===== src/rtl/auth_msg_chunker_pkg.sv =====
// Shared definitions for the authentication message chunker.
// Optional feature macro: AUTH_CHUNK_CHECKSUM_EN (per-chunk checksum byte).
// MSG_LEN and PD_CHUNK_BYTES may be overridden on the command line.

`ifndef MSG_LEN
`define MSG_LEN 256
`endif

`ifndef PD_CHUNK_BYTES
`define PD_CHUNK_BYTES 26
`endif

package auth_msg_chunker_pkg;

  localparam int MSG_LEN_BITS   = `MSG_LEN;
  localparam int PD_CHUNK_BYTES = `PD_CHUNK_BYTES;
  localparam int MAX_MSG_BYTES  = 416;

  // PD extended message header bit positions
  localparam int HDR_CHUNKED       = 15;
  localparam int HDR_CHUNK_NUM_MSB = 14;
  localparam int HDR_CHUNK_NUM_LSB = 11;
  localparam int HDR_REQ_CHUNK     = 10;
  localparam int HDR_SIZE_MSB      = 8;

  typedef enum logic [2:0] {
    S_IDLE = 3'd0,
    S_HDR0 = 3'd1,
    S_HDR1 = 3'd2,
    S_DATA = 3'd3,
    S_ERR  = 3'd4
`ifdef AUTH_CHUNK_CHECKSUM_EN
    , S_CSUM = 3'd5
`endif
  } state_e;

  // Builds the 16-bit extended header for a transmitted chunk.
  // Request-chunk and the reserved bit 9 are always 0 on transmit.
  function automatic logic [15:0] ext_header(input logic [3:0] chunk,
                                             input logic [8:0] size);
    logic [15:0] h;
    h = '0;
    h[HDR_CHUNKED]                             = 1'b1;
    h[HDR_CHUNK_NUM_MSB:HDR_CHUNK_NUM_LSB]     = chunk;
    h[HDR_REQ_CHUNK]                           = 1'b0;
    h[HDR_SIZE_MSB:0]                          = size;
    return h;
  endfunction

endpackage


===== src/rtl/auth_msg_chunker_if.sv =====
// Message-in / byte-stream-out bundle for the authentication chunker.
// slave: the chunker's view; master: the producer/sink environment view.

interface auth_msg_chunker_if;
  import auth_msg_chunker_pkg::*;

  logic [MSG_LEN_BITS-1:0] msg_in;
  logic [8:0]              msg_len;
  logic                    msg_ready;
  logic                    msg_ack;
  logic                    msg_err;
  logic [7:0]              tx_data;
  logic                    tx_valid;
  logic                    tx_ready;
  logic                    tx_sop;
  logic                    tx_eop;
  logic                    busy;

  modport slave (
    input  msg_in, msg_len, msg_ready, tx_ready,
    output msg_ack, msg_err, tx_data, tx_valid, tx_sop, tx_eop, busy
  );

  modport master (
    output msg_in, msg_len, msg_ready, tx_ready,
    input  msg_ack, msg_err, tx_data, tx_valid, tx_sop, tx_eop, busy
  );

endinterface


===== src/rtl/auth_byte_mux.sv =====
// Combinational selector of captured message byte idx.

module auth_byte_mux #(
  parameter int MSG_BYTES = 32
) (
  input  logic [MSG_BYTES*8-1:0] msg,
  input  logic [8:0]             idx,
  output logic [7:0]             byte_out
);

  // Select byte idx; out-of-range indices read as zero.
  always_comb begin
    byte_out = '0;
    for (int unsigned k = 0; k < MSG_BYTES; k++) begin
      if (idx == k[8:0]) byte_out = msg[k*8 +: 8];
    end
  end

endmodule


===== src/rtl/auth_msg_chunker.sv =====
// Splits one captured authentication message into PD extended-message
// chunks (2-byte header + up to CHUNK_BYTES data bytes) streamed bytewise.
// Optional: AUTH_CHUNK_CHECKSUM_EN appends a two's-complement checksum byte
// to each chunk.

module auth_msg_chunker
  import auth_msg_chunker_pkg::*;
#(
  parameter int MSG_BYTES   = MSG_LEN_BITS / 8,
  parameter int CHUNK_BYTES = PD_CHUNK_BYTES
) (
  input logic               clk,
  input logic               reset,
  auth_msg_chunker_if.slave bus
);

  if (MSG_BYTES < 1 || MSG_BYTES > MAX_MSG_BYTES || MSG_BYTES * 8 > MSG_LEN_BITS)
  begin : g_bad_msg_bytes
    $error("auth_msg_chunker: MSG_BYTES out of range");
  end
  if (CHUNK_BYTES < 1 || CHUNK_BYTES > 26) begin : g_bad_chunk_bytes
    $error("auth_msg_chunker: CHUNK_BYTES out of range");
  end

  localparam logic [8:0] MAX_LEN    = 9'(MSG_BYTES);
  localparam logic [4:0] CHUNK_LAST = 5'(CHUNK_BYTES - 1);

  state_e                 state_q, state_d;
  logic [MSG_BYTES*8-1:0] msg_q;
  logic [8:0]             len_q;
  logic [8:0]             idx_q;
  logic [3:0]             chunk_q;
  logic [4:0]             cnt_q;
  logic                   ack_q;

  logic                   xfer;
  logic                   len_ok;
  logic                   chunk_last;
  logic                   more_after_data;
  logic                   more_after_csum;
  logic                   next_chunk;
  logic [7:0]             data_byte;
  logic [15:0]            hdr;

`ifdef AUTH_CHUNK_CHECKSUM_EN
  logic [7:0]             csum_q;
`endif

  auth_byte_mux #(
    .MSG_BYTES (MSG_BYTES)
  ) u_byte_mux (
    .msg      (msg_q),
    .idx      (idx_q),
    .byte_out (data_byte)
  );

  assign xfer            = bus.tx_valid && bus.tx_ready;
  assign len_ok          = (bus.msg_len != 9'd0) && (bus.msg_len <= MAX_LEN);
  assign hdr             = ext_header(chunk_q, len_q);
  assign chunk_last      = (cnt_q == CHUNK_LAST) || (idx_q == len_q - 9'd1);
  assign more_after_data = (idx_q + 9'd1) < len_q;
  // In CSUM the byte index has already moved past the chunk's data.
  assign more_after_csum = idx_q < len_q;
  assign next_chunk      = xfer && (state_q != S_HDR0) && (state_q != S_HDR1)
                           && (state_d == S_HDR0);
  assign bus.msg_ack     = ack_q;

  // State register.
  always_ff @(posedge clk) begin
    if (!reset) state_q <= S_IDLE;
    else        state_q <= state_d;
  end

  // Next-state and stream outputs; outputs depend only on registered state,
  // so they hold naturally while the sink stalls.
  always_comb begin
    state_d      = state_q;
    bus.tx_valid = 1'b0;
    bus.tx_sop   = 1'b0;
    bus.tx_eop   = 1'b0;
    bus.tx_data  = '0;
    bus.msg_err  = 1'b0;
    bus.busy     = (state_q != S_IDLE);
    unique case (state_q)
      S_IDLE: begin
        if (bus.msg_ready) state_d = len_ok ? S_HDR0 : S_ERR;
      end
      S_HDR0: begin
        bus.tx_valid = 1'b1;
        bus.tx_sop   = 1'b1;
        bus.tx_data  = hdr[7:0];
        if (bus.tx_ready) state_d = S_HDR1;
      end
      S_HDR1: begin
        bus.tx_valid = 1'b1;
        bus.tx_data  = hdr[15:8];
        if (bus.tx_ready) state_d = S_DATA;
      end
      S_DATA: begin
        bus.tx_valid = 1'b1;
        bus.tx_data  = data_byte;
`ifdef AUTH_CHUNK_CHECKSUM_EN
        if (bus.tx_ready && chunk_last) state_d = S_CSUM;
`else
        bus.tx_eop   = chunk_last;
        if (bus.tx_ready && chunk_last) state_d = more_after_data ? S_HDR0 : S_IDLE;
`endif
      end
`ifdef AUTH_CHUNK_CHECKSUM_EN
      S_CSUM: begin
        bus.tx_valid = 1'b1;
        bus.tx_eop   = 1'b1;
        bus.tx_data  = (~csum_q) + 8'd1;
        if (bus.tx_ready) state_d = more_after_csum ? S_HDR0 : S_IDLE;
      end
`endif
      S_ERR: begin
        bus.msg_err = 1'b1;
        state_d     = S_IDLE;
      end
      default: state_d = S_IDLE;
    endcase
  end

  // Message capture, acknowledge pulse and byte/chunk counters.
  always_ff @(posedge clk) begin
    if (!reset) begin
      ack_q   <= 1'b0;
      msg_q   <= '0;
      len_q   <= '0;
      idx_q   <= '0;
      chunk_q <= '0;
      cnt_q   <= '0;
    end else begin
      ack_q <= 1'b0;
      if (state_q == S_IDLE && bus.msg_ready) begin
        ack_q   <= 1'b1;
        msg_q   <= bus.msg_in[MSG_BYTES*8-1:0];
        len_q   <= bus.msg_len;
        idx_q   <= '0;
        chunk_q <= '0;
        cnt_q   <= '0;
      end
      if (xfer && state_q == S_DATA) begin
        idx_q <= idx_q + 9'd1;
        cnt_q <= cnt_q + 5'd1;
      end
      if (next_chunk) begin
        chunk_q <= chunk_q + 4'd1;
        cnt_q   <= '0;
      end
    end
  end

`ifdef AUTH_CHUNK_CHECKSUM_EN
  // Running 8-bit sum of the current chunk's header and data bytes.
  always_ff @(posedge clk) begin
    if (!reset) begin
      csum_q <= '0;
    end else if (xfer) begin
      if (state_q == S_HDR0)                          csum_q <= bus.tx_data;
      else if (state_q == S_HDR1 || state_q == S_DATA) csum_q <= csum_q + bus.tx_data;
    end
  end
`endif

endmodule

===== src/flat_wrapper.sv =====
// flat-port wrapper written by rule: the top's interface ports become plain ports
module auth_msg_chunker_flat import auth_msg_chunker_pkg::*;
#(
  parameter int MSG_BYTES   = MSG_LEN_BITS / 8,
  parameter int CHUNK_BYTES = PD_CHUNK_BYTES
)
  (clk, reset, bus_msg_in, bus_msg_len, bus_msg_ready, bus_tx_ready, bus_msg_ack, bus_msg_err, bus_tx_data, bus_tx_valid, bus_tx_sop, bus_tx_eop, bus_busy);
  auth_msg_chunker_if bus_i ();
  input logic clk;
  input logic reset;
  input wire logic [$bits(bus_i.msg_in)-1:0] bus_msg_in;
  input wire logic [$bits(bus_i.msg_len)-1:0] bus_msg_len;
  input wire logic [$bits(bus_i.msg_ready)-1:0] bus_msg_ready;
  input wire logic [$bits(bus_i.tx_ready)-1:0] bus_tx_ready;
  output wire logic [$bits(bus_i.msg_ack)-1:0] bus_msg_ack;
  output wire logic [$bits(bus_i.msg_err)-1:0] bus_msg_err;
  output wire logic [$bits(bus_i.tx_data)-1:0] bus_tx_data;
  output wire logic [$bits(bus_i.tx_valid)-1:0] bus_tx_valid;
  output wire logic [$bits(bus_i.tx_sop)-1:0] bus_tx_sop;
  output wire logic [$bits(bus_i.tx_eop)-1:0] bus_tx_eop;
  output wire logic [$bits(bus_i.busy)-1:0] bus_busy;
  assign bus_i.msg_in = bus_msg_in;
  assign bus_i.msg_len = bus_msg_len;
  assign bus_i.msg_ready = bus_msg_ready;
  assign bus_i.tx_ready = bus_tx_ready;
  assign bus_msg_ack = bus_i.msg_ack;
  assign bus_msg_err = bus_i.msg_err;
  assign bus_tx_data = bus_i.tx_data;
  assign bus_tx_valid = bus_i.tx_valid;
  assign bus_tx_sop = bus_i.tx_sop;
  assign bus_tx_eop = bus_i.tx_eop;
  assign bus_busy = bus_i.busy;
  auth_msg_chunker #(.MSG_BYTES(MSG_BYTES), .CHUNK_BYTES(CHUNK_BYTES)) u_core (.clk(clk), .reset(reset), .bus(bus_i));
endmodule

===== config.mk =====
export PLATFORM = sky130hd
export DESIGN_NAME = auth_msg_chunker_flat
export DESIGN_NICKNAME = d
export VERILOG_FILES = /design/src/rtl/auth_msg_chunker_pkg.sv /design/src/rtl/auth_msg_chunker_if.sv /design/src/rtl/auth_byte_mux.sv /design/src/rtl/auth_msg_chunker.sv /design/src/flat_wrapper.sv
export SDC_FILE = /design/constraint.sdc
export NUM_CORES = 1
export LEC_CHECK = 0
export CAP_MARGIN = 40
export CORE_MARGIN = 1
export CORE_UTILIZATION = 30
export DETAILED_ROUTE_END_ITERATION = 12
export DONT_BUFFER_PORTS = 1
export GPL_TIMING_DRIVEN = 0
export SYNTH_ARGS = -nofsm -noshare
export SYNTH_HDL_FRONTEND = slang
export SYNTH_SLANG_ARGS = --single-unit

===== constraint.sdc =====
create_clock -name clk -period 7.98 [get_ports clk]
set_clock_uncertainty 0.15 [all_clocks]
set_input_delay 1.596 -clock clk [delete_from_list [all_inputs] [get_ports clk]]
set_output_delay 1.596 -clock clk [all_outputs]
set_load 0.03 [all_outputs]

## Word level (Yosys, flattened, before mapping)

Index checks and enable logic that the tools add are counted.

| operators by class | value |
|---|---|
| $add $sub $neg | 4 |
| order comparisons | 2 |
| equality and inequality tests | 40 |
| mux-type cells | 51 |
| bitwise operators | 1 |
| reductions and logical operators | 17 |

Operators by type and width:

| cell | number |
|---|---|
| $mux W8 | 32 |
| $eq A9 B5 Y1 const B | 16 |
| $eq A9 B4 Y1 const B | 8 |
| $eq A9 B3 Y1 const B | 4 |
| $pmux W8 S3 | 1 |
| $eq A9 B2 Y1 const B | 2 |
| $mux W9 | 2 |
| $mux W3 | 5 |
| $pmux W3 S4 | 1 |
| $mux W5 | 2 |
| $add A9 B1 Y9 const B | 1 |
| $eq A9 B1 Y1 const B | 1 |
| $eq A9 B9 Y1 | 1 |
| $le A9 B6 Y1 const B | 1 |
| $logic_not A9 Y1 | 1 |
| $lt A9 B9 Y1 | 1 |
| $reduce_bool A9 Y1 | 1 |
| $sub A9 B1 Y9 const B | 1 |
| $logic_and A1 B1 Y1 | 8 |
| $mux W4 | 2 |
| $eq A3 B1 Y1 const B | 2 |
| $eq A3 B2 Y1 const B | 2 |
| $mux W1 | 6 |
| $add A5 B1 Y5 const B | 1 |
| other kinds (12) | 13 |

| storage, ports and cells | value |
|---|---|
| register bits | 287 |
| input bits | 269 |
| output and inout port bits | 14 |
| word-level logic and storage cells | 122 |

## Longest topological paths before layout

Gate-level depths: netlist (run 1).

| depth | value |
|---|---|
| depth in word-level cells | 34 |
| gate-level depth with buffers | 12 |
| gate-level depth less buffers | 11 |

## Hierarchy

Synthesis (run 1) repeated with hierarchy kept, for this count alone.

| unflattened totals | value |
|---|---|
| cells, all modules | 1861 |
| area total of the unflattened synthesis | 13968.4 um2 |

Modules (own cells, without submodules):

| module | times used | cells each | area an instance (um2) | sequential area each (um2) |
|---|---|---|---|---|
| auth_msg_chunker | 1 | 1406 | 10839.1 | 5745.5 |
| auth_byte_mux | 1 | 455 | 3129.3 | 0.0 |

## Least setup slack after synthesis (run 1)

OpenSTA, ideal clock, no wires.

| timing path | value |
|---|---|
| kind | register to output |
| start point | register u_core.idx_q[0] |
| end point | output bus_tx_data[0] |
| arrival | 2895 ps |
| required time | 6234 ps |
| path slack | 3339 ps |
| stages on the path, launching flop included | 13 |
| path buffers | 3 |
| path through | dfxtp_1 inv_1 ha_1 inv_1 clkbuf_1 clkbuf_1 clkbuf_1 o21ai_0 a21oi_1 o32ai_1 o21ai_0 a31oi_1 nor3_1 |

| on the way | value |
|---|---|
| cells in the longest elaborated chain, start to end | 34 |
| elaborated cells between the ends (all ways) | 65 |
| classes of those cells | eq/ne: 31; mux: 33; reduce/logical: 1 |

RTL lines:

| element | RTL line | RTL |
|---|---|---|
| start, declared | auth_msg_chunker.sv:31 | `logic [8:0] idx_q;` |
| start signal, assigned | auth_msg_chunker.sv:145 | `idx_q <= idx_q + 9'd1;` |
| $logic_not A9 Y1 | auth_byte_mux.sv:15 | `if (idx == k[8:0]) byte_out = msg[k*8 +: 8];` |
| $mux W8 (31 in series) | auth_byte_mux.sv:15 |  |
| $mux W8 (*) | auth_byte_mux.sv:15 |  |
| $pmux W8 S3 (*) | auth_msg_chunker.sv:84 | `unique case (state_q)` |
| end, declared | flat_wrapper.sv:17 | `output wire logic [$bits(bus_i.tx_data)-1:0] bus_tx_data;` |

Every way passes the cells marked *; elsewhere a longest branch is shown, timed or not.

## Worst setup path after layout (run 1)

Ends and elaborated chain as after synthesis.

==> results.py, run 1 <==
metrics = {
    "status": {
        "status": "finished clean",
    },
    "sta": {
        "layout_worst_path_cycle_share_pct": 88.3,
        "max_freq_mhz": 142,
        "hold_slack_ps": 302,
        "tightest_slew_ps": 985,
        "setup_tns_ps": 0,
        "relSlewSlack_pct": 34.3,
        "rsz0062_at_grt": "false",
        "hold_violations": 0,
        "setup_viol": 0,
        "fin_crit_ps": 7050,
        "slew_violations": 0,
    },
    "logic_synthesis": {
        "synth_area_per_cell_um2": 7.11,
        "yosys.area.top_type": "dfxtp_1",
        "yosysWarningCount": 0,
        "synth_seq_cells": 287,
        "async_reset_ff_share_pct": 0,
        "ys_types": 79,
        "yosys_most_used_dff": "dfxtp_1",
        "synth-edff-count": 0,
        "synth_area_leaders": "dfxtp_1 40%, nand2_1 17%, a21oi_1 11%",
        "netlist_instances": 1996,
        "yosysSeqAreaShare_pct": 40.5,
        "synthesis.nets": 2282,
        "netlist.area_leader.share_pct": 40.5,
        "syn_area_mm2": 0.0142,
    },
    "detailed_routing": {
        "wl_per_cell_um": 24.1,
        "routed_wirelength_mm": 64.6,
        "drt_iter0_drc": 1482,
        "vias": 14900,
        "viasPerCell": 5.57,
        "dr.pass1.iters": 6,
        "antenna_left": 0,
        "drc": 0,
    },
    "cells_and_area": {
        "layout_common_cells": "633 x nand2_1, 325 x a21oi_1, 287 x dfxtp_1, 157 x clkbuf_1, 71 x o21ai_0",
        "nFillCells": 4994,
        "design_area_mm2": 0.0162,
        "nets": 2328,
        "drive_gt1_share_pct": 4.74,
        "stdcell_count": 2682,
        "syn_to_final_growth_pct": 14.4,
        "mostFrequentLayoutCell": "nand2_1",
    },
    "die": {
        "die_w_um": 219,
        "initial_core_util_pct": 30.5,
        "die_h_um": 219,
        "rows": 79,
        "num_io_pins": 283,
        "die-area_mm2": 0.0482,
        "coreArea_mm2": 0.0466,
    },
    "power_and_ir_drop": {
        "p_comb_share_pct": 8.7,
        "seqPwrFrac_pct": 45.3,
        "leakage_nw": 5.75,
        "p_sw_mw": 0.934,
        "p_per_area_mw_per_mm2": 217,
        "p_clk_share_pct": 46.0,
        "peakVddDrop_mv": 0.148,
        "swShare_pct": 26.5,
        "internal-power_mw": 2.59,
    },
    "placed_design": {
        "portBuffers": 0,
        "dpl.hpwl_mm": 50.9,
        "place.gp.congestion": 0.991,
        "dpl.cell_count": 2613,
        "dpl-instance-area_mm2": 0.0150,
    },
    "worst_hold_path": {
        "min_path_type": "reg2reg",
    },
    "job": {
        "cap_violations": 0,
    },
    "critical_path": {
        "cp_max_fo": 10,
        "startpoint_type": "register",
        "crit_type": "reg2out",
        "worstPathRequired_ps": 6230,
        "regToRegEndpoint": "u_core.chunk_q[2]$_SDFFE_PN0P_",
        "crit_start": "u_core.idx_q[0]$_SDFFE_PN0P_",
        "worstPathArrival_ps": 5300,
        "timing.rr.start": "u_core.idx_q[2]$_SDFFE_PN0P_",
        "rrSetupSlack_ps": 3100,
        "cp-endpoint": "bus_tx_data[0]",
        "cp-end-kind": "output pin",
        "r2r_cells": 12,
    },
    "clock_tree": {
        "cts-root-buf": "clkbuf_16",
        "cts_hold_buf": 0,
        "htreeDepth": 2,
        "clk-insertion-delay-late_ps": 550,
        "numCtsBuffers": 34,
        "clk_pin_slew_ps": 60,
        "cts_setup_buffers": 0,
        "clk_path_buf_depth": 3,
        "cts_tree": "built",
        "cts-resized-gates": 0,
        "clkSinkCount": 287,
    },
    "grt": {
        "antenna_found_initial": 13,
        "grt_use_total_pct": 26.2,
        "grt_max_degree": 14,
        "grt_pass1_wl_mm": 92.3,
        "global_route.overflow_total": 0,
        "grt_pass1_vias": 14400,
    },
}
-- stage by stage --
step / total power, mW / setup slack [ps] / utilization [%]
CTS: 3.54 / 1160 / 34.8
global placement: 1.92 / 1510 / 32.1
finish: 3.53 / 931 / 34.9
detailed placement: 1.93 / 1750 / 32.3
floorplan: 1.80 / 3340 / -
global route: 3.65 / 986 / 34.8
-- cells in the mapped netlist, types with 12 or more instances --
master    instances
nor3_1           29
clkbuf_1        151
nand3_1          53
o211ai_1         16
a22oi_1          13
and3_1           15
a21oi_1         325
a211oi_1         12
a31oi_1          16
or3_1            15
o21ai_0          71
ha_1             17
nor2_1           70
xnor2_1          13
nand4_1          12
nand2_1         633
inv_1            27
nand2b_1         13
dfxtp_1         287
a221oi_1         12
-- kinds of logic after synthesis --
logic type                 Yosys count  synth area share (%)
DFF                                287                  40.5
muxes                                6                 0.423
and+or+nand+nor                    902                  27.2
AOI/OAI and AO/OA                  572                  24.1
buffers and inverters              194                  5.19
adders and majority gates           17                  1.50
xor gates and xnor gates            18                  1.11
-- worst min path at each step --
| stage | depth (start not counted) | slack [ps] | end | from |
|---|---|---|---|---|
| 3_3_place_gp | 2 | 290 | u_core.msg_q[95]$_SDFFE_PN0P_ | u_core.msg_q[95]$_SDFFE_PN0P_ |
| 5_1_grt | 2 | 310 | u_core.msg_q[95]$_SDFFE_PN0P_ | u_core.msg_q[95]$_SDFFE_PN0P_ |
| 2_1_floorplan | 2 | 280 | u_core.msg_q[180]$_SDFFE_PN0P_ | u_core.msg_q[180]$_SDFFE_PN0P_ |
| 3_5_place_dp | 2 | 290 | u_core.msg_q[95]$_SDFFE_PN0P_ | u_core.msg_q[95]$_SDFFE_PN0P_ |
| 6_report | 2 | 300 | u_core.msg_q[95]$_SDFFE_PN0P_ | u_core.msg_q[95]$_SDFFE_PN0P_ |
| 4_1_cts | 2 | 300 | u_core.msg_q[95]$_SDFFE_PN0P_ | u_core.msg_q[95]$_SDFFE_PN0P_ |
-- flip-flops by register name, summed over array words and instances, names as in the netlist --
| signal | count |
|---|---|
| u_core.chunk_q | 4 |
| u_core.msg_q | 256 |
| u_core.cnt_q | 5 |
| u_core.state_q | 3 |
| u_core.idx_q | 9 |
| u_core.bus.msg_ack | 1 |
| u_core.len_q | 9 |
-- worst max-delay path: stages, from the launching register on --
cell and delay [ps]:
dfxtp_1 480, ha_1 190, clkbuf_1 350, clkbuf_1 560, clkbuf_1 800, buf_1 690
nand3_1 150, a32oi_1 240, o211ai_1 180, nand3_1 230, a31oi_1 140, nor3_1 470
buf_4 260
-- power by group through the flow --
stage | logic [mW] | clock network (mW) | registers [mW]
after floorplan | 0.219 | 0 | 1.59
after global placement | 0.292 | 0 | 1.62
after detailed placement | 0.304 | 0 | 1.63
after CTS | 0.305 | 1.64 | 1.59
after global routing | 0.342 | 1.71 | 1.60
final | 0.306 | 1.62 | 1.60
-- cell type report --
cell class / instances / area, µm² / share of cell area [%]
multi-input cells: 1515 / 7710 / 47.5
flip-flops and latches: 287 / 5750 / 35.4
clock buffers: 44 / 940 / 5.79
well taps: 607 / 759 / 4.68
plain buffers: 165 / 628 / 3.87
clock inverters: 18 / 226 / 1.40
inverters: 29 / 109 / 0.671
repair buffers: 10 / 98.8 / 0.609
diodes: 7 / 17.5 / 0.108
-- layer usage --
| layer | routed length [µm] | up-vias | global-route usage (%) |
|---|---|---|---|
| li1 | - | 6999 | - |
| met1 | 25600 | 7076 | 31.8 |
| met2 | 30500 | 704 | 43.9 |
| met3 | 5850 | 149 | 6.31 |
| met4 | 2490 | 12 | 11.4 |
| met5 | 70 | - | 0 |
Power figures use the tool's default switching activity.
==> run 2, diff against run 1 <==
--- a/config.mk
+++ b/config.mk
@@ -7,10 +7,11 @@
 export LEC_CHECK = 0
 export CAP_MARGIN = 40
 export CORE_MARGIN = 1
-export CORE_UTILIZATION = 30
+export CORE_UTILIZATION = 60
 export DETAILED_ROUTE_END_ITERATION = 12
 export DONT_BUFFER_PORTS = 1
 export GPL_TIMING_DRIVEN = 0
+export PLACE_DENSITY = 0.76
 export SYNTH_ARGS = -nofsm -noshare
 export SYNTH_HDL_FRONTEND = slang
 export SYNTH_SLANG_ARGS = --single-unit
==> constraint.sdc (replaced) <==
create_clock -name clk -period 8.9 [get_ports clk]
set_clock_uncertainty 0.15 [all_clocks]
set_input_delay 1.78 -clock clk [delete_from_list [all_inputs] [get_ports clk]]
set_output_delay 1.78 -clock clk [all_outputs]
set_load 0.03 [all_outputs]
==> run 2 against run 1 <==
  * Critical path depth shrank 3
  * Non-clock buffer count shrank 3
  * Cell area shrank 3.9%
  * Combinational power shrank 12%
  * Clock power shrank 24%
  * Global-route usage grew 18 points
  * Sequential cell count is the same
  * Register-to-register slack gained 810 ps
  * Critical endpoint is now bus_tx_data[2]
  * Highest routed layer unchanged
==> results.py, run 2 (synthesis gave the netlist of run 1 again) <==
metrics = {
    "status": {
        "status": "finished clean",
    },
    "worst_hold_path": {
        "min_path_type": "reg2reg",
        "worstHoldStart": "u_core.msg_q[179]$_SDFFE_PN0P_",
    },
    "sta": {
        "hold_violations": 0,
        "hold_slack_ps": 306,
        "setup_viol": 0,
        "max_freq_mhz": 137,
        "rsz0062_at_grt": "false",
        "relSlewSlack_pct": 35.0,
        "setup_tns_ps": 0,
        "fin_crit_ps": 7290,
        "tightest_slew_ps": 976,
        "layout_worst_path_cycle_share_pct": 81.9,
        "slew_violations": 0,
    },
    "grt": {
        "global_route.overflow_total": 0,
        "grt_use_total_pct": 44.6,
        "grt_pass1_vias": 14200,
        "antenna_found_initial": 6,
        "grt_max_degree": 16,
        "grt_pass1_wl_mm": 81.3,
    },
    "die": {
        "coreArea_mm2": 0.0229,
        "initial_core_util_pct": 61.9,
        "die_w_um": 156,
        "die_h_um": 156,
        "num_io_pins": 283,
        "die-area_mm2": 0.0243,
        "rows": 55,
    },
    "clock_tree": {
        "clk-insertion-delay-late_ps": 560,
        "htreeDepth": 1,
        "cts-root-buf": "clkbuf_16",
        "clk_path_buf_depth": 3,
        "clkSinkCount": 287,
        "numCtsBuffers": 29,
        "cts_setup_buffers": 0,
        "cts-resized-gates": 0,
        "cts_tree": "built",
        "cts_hold_buf": 0,
        "clk_pin_slew_ps": 70,
    },
    "power_and_ir_drop": {
        "internal-power_mw": 2.13,
        "p_sw_mw": 0.790,
        "p_comb_share_pct": 9.2,
        "swShare_pct": 27.0,
        "leakage_nw": 5.64,
        "p_clk_share_pct": 42.1,
        "peakVddDrop_mv": 0.193,
        "seqPwrFrac_pct": 48.7,
        "p_per_area_mw_per_mm2": 187,
    },
    "placed_design": {
        "dpl.hpwl_mm": 41.6,
        "portBuffers": 0,
        "place.gp.congestion": 1.04,
        "dpl.cell_count": 2315,
    },
    "detailed_routing": {
        "vias": 15300,
        "drt_iter0_drc": 1990,
        "wl_per_cell_um": 23.2,
        "routed_wirelength_mm": 55.1,
        "drc": 0,
        "antenna_left": 0,
        "dr.pass1.iters": 6,
        "viasPerCell": 6.44,
    },
    "cells_and_area": {
        "syn_to_final_growth_pct": 9.98,
        "nets": 2320,
        "largest_register_ffs": 256,
        "seq_area_mm2": 0.00575,
        "nFillCells": 2027,
        "mostFrequentLayoutCell": "nand2_1",
        "regMostFlops": "u_core.msg_q",
        "stdcell_count": 2374,
        "drive_gt1_share_pct": 4.42,
        "multi_input_area_mm2": 0.00771,
        "top_regs": "u_core.msg_q (256), u_core.idx_q (9), u_core.len_q (9)",
        "layout_common_cells": "633 x nand2_1, 325 x a21oi_1, 287 x dfxtp_1, 153 x clkbuf_1, 71 x o21ai_0",
    },
    "critical_path": {
        "crit_type": "reg2out",
        "worstPathRequired_ps": 6970,
        "cp-end-kind": "output pin",
        "crit_start": "u_core.idx_q[1]$_SDFFE_PN0P_",
        "worstPathArrival_ps": 5360,
        "cp_max_fo": 10,
        "timing.rr.start": "u_core.idx_q[2]$_SDFFE_PN0P_",
        "startpoint_type": "register",
    },
    "job": {
        "cap_violations": 0,
    },
}
[run 2: changes by cell type in the layout (fill, tap and decap cells not counted), moves of 2 or more]
cell       previous run  this run
buf_8                 2         0
bufinv_16             4         1
clkbuf_1            157       153
clkbuf_8              3         6
buf_4                 4         2
diode_2               7         4
clkbuf_16            35        29
clkinv_8              2         0
clkinv_2              7        10
[run 2: metal layers]
metal | share of wire (%) | vias to the layer above | track usage (%)
li1 | - | 6974 | -
met1 | 37 | 7012 | 54.6
met2 | 45 | 1056 | 72.9
met3 | 11 | 255 | 9.94
met4 | 6.3 | 2 | 24.2
met5 | 0.027 | - | 0
[run 2: power by group through the flow]
stage | registers [mW] | logic (mW) | clock network [mW]
floorplan | 1.42 | 0.196 | 0
global placement | 1.45 | 0.252 | 0
detailed placement | 1.45 | 0.262 | 0
CTS | 1.42 | 0.264 | 1.23
global route | 1.43 | 0.300 | 1.28
finish | 1.42 | 0.270 | 1.23
[run 2: per-stage QoR]
stage          util [%]  total power [mW]  instance area (µm²)  worst slack [ps]
6_report           68.1              2.92                15600              1610
5_1_grt            68.1              3.00                15600              1710
3_3_place_gp       63.6              1.70                14600              2110
3_5_place_dp       63.8              1.71                14600              2630
2_1_floorplan         -              1.62                14200              4080
4_1_cts            68.0              2.91                15600              1980
[run 2: final timing paths]
| check | endpoint | depth (start not counted) | slack (ps) |
|---|---|---|---|
| setup / recovery | bus_tx_data[2] | 9 | 1610 |
| hold / removal | u_core.msg_q[179]$_SDFFE_PN0P_ | 2 | 310 |
| setup reg to reg | u_core.chunk_q[2]$_SDFFE_PN0P_ | 12 | 3910 |
| hold reg to reg | u_core.msg_q[179]$_SDFFE_PN0P_ | 2 | 310 |
[run 2: final cells by class]
type	count	area share (%)
antenna	4	0.0641
buffer	165	4.02
clock buffer	37	5.23
clock inverter	17	0.898
inverter	29	0.698
multi-input combinational	1515	49.4
sequential	287	36.8
tap	313	2.51
timing repair buffer	7	0.377
[run 2: worst max-delay path: stages (launching register included)]
cell and delay (ps):
dfxtp_1 490, ha_1 350, clkbuf_1 680, clkbuf_1 730, clkbuf_1 730, o311ai_0 200
a211oi_1 550, a211oi_1 250, o211ai_1 390, a22o_1 390
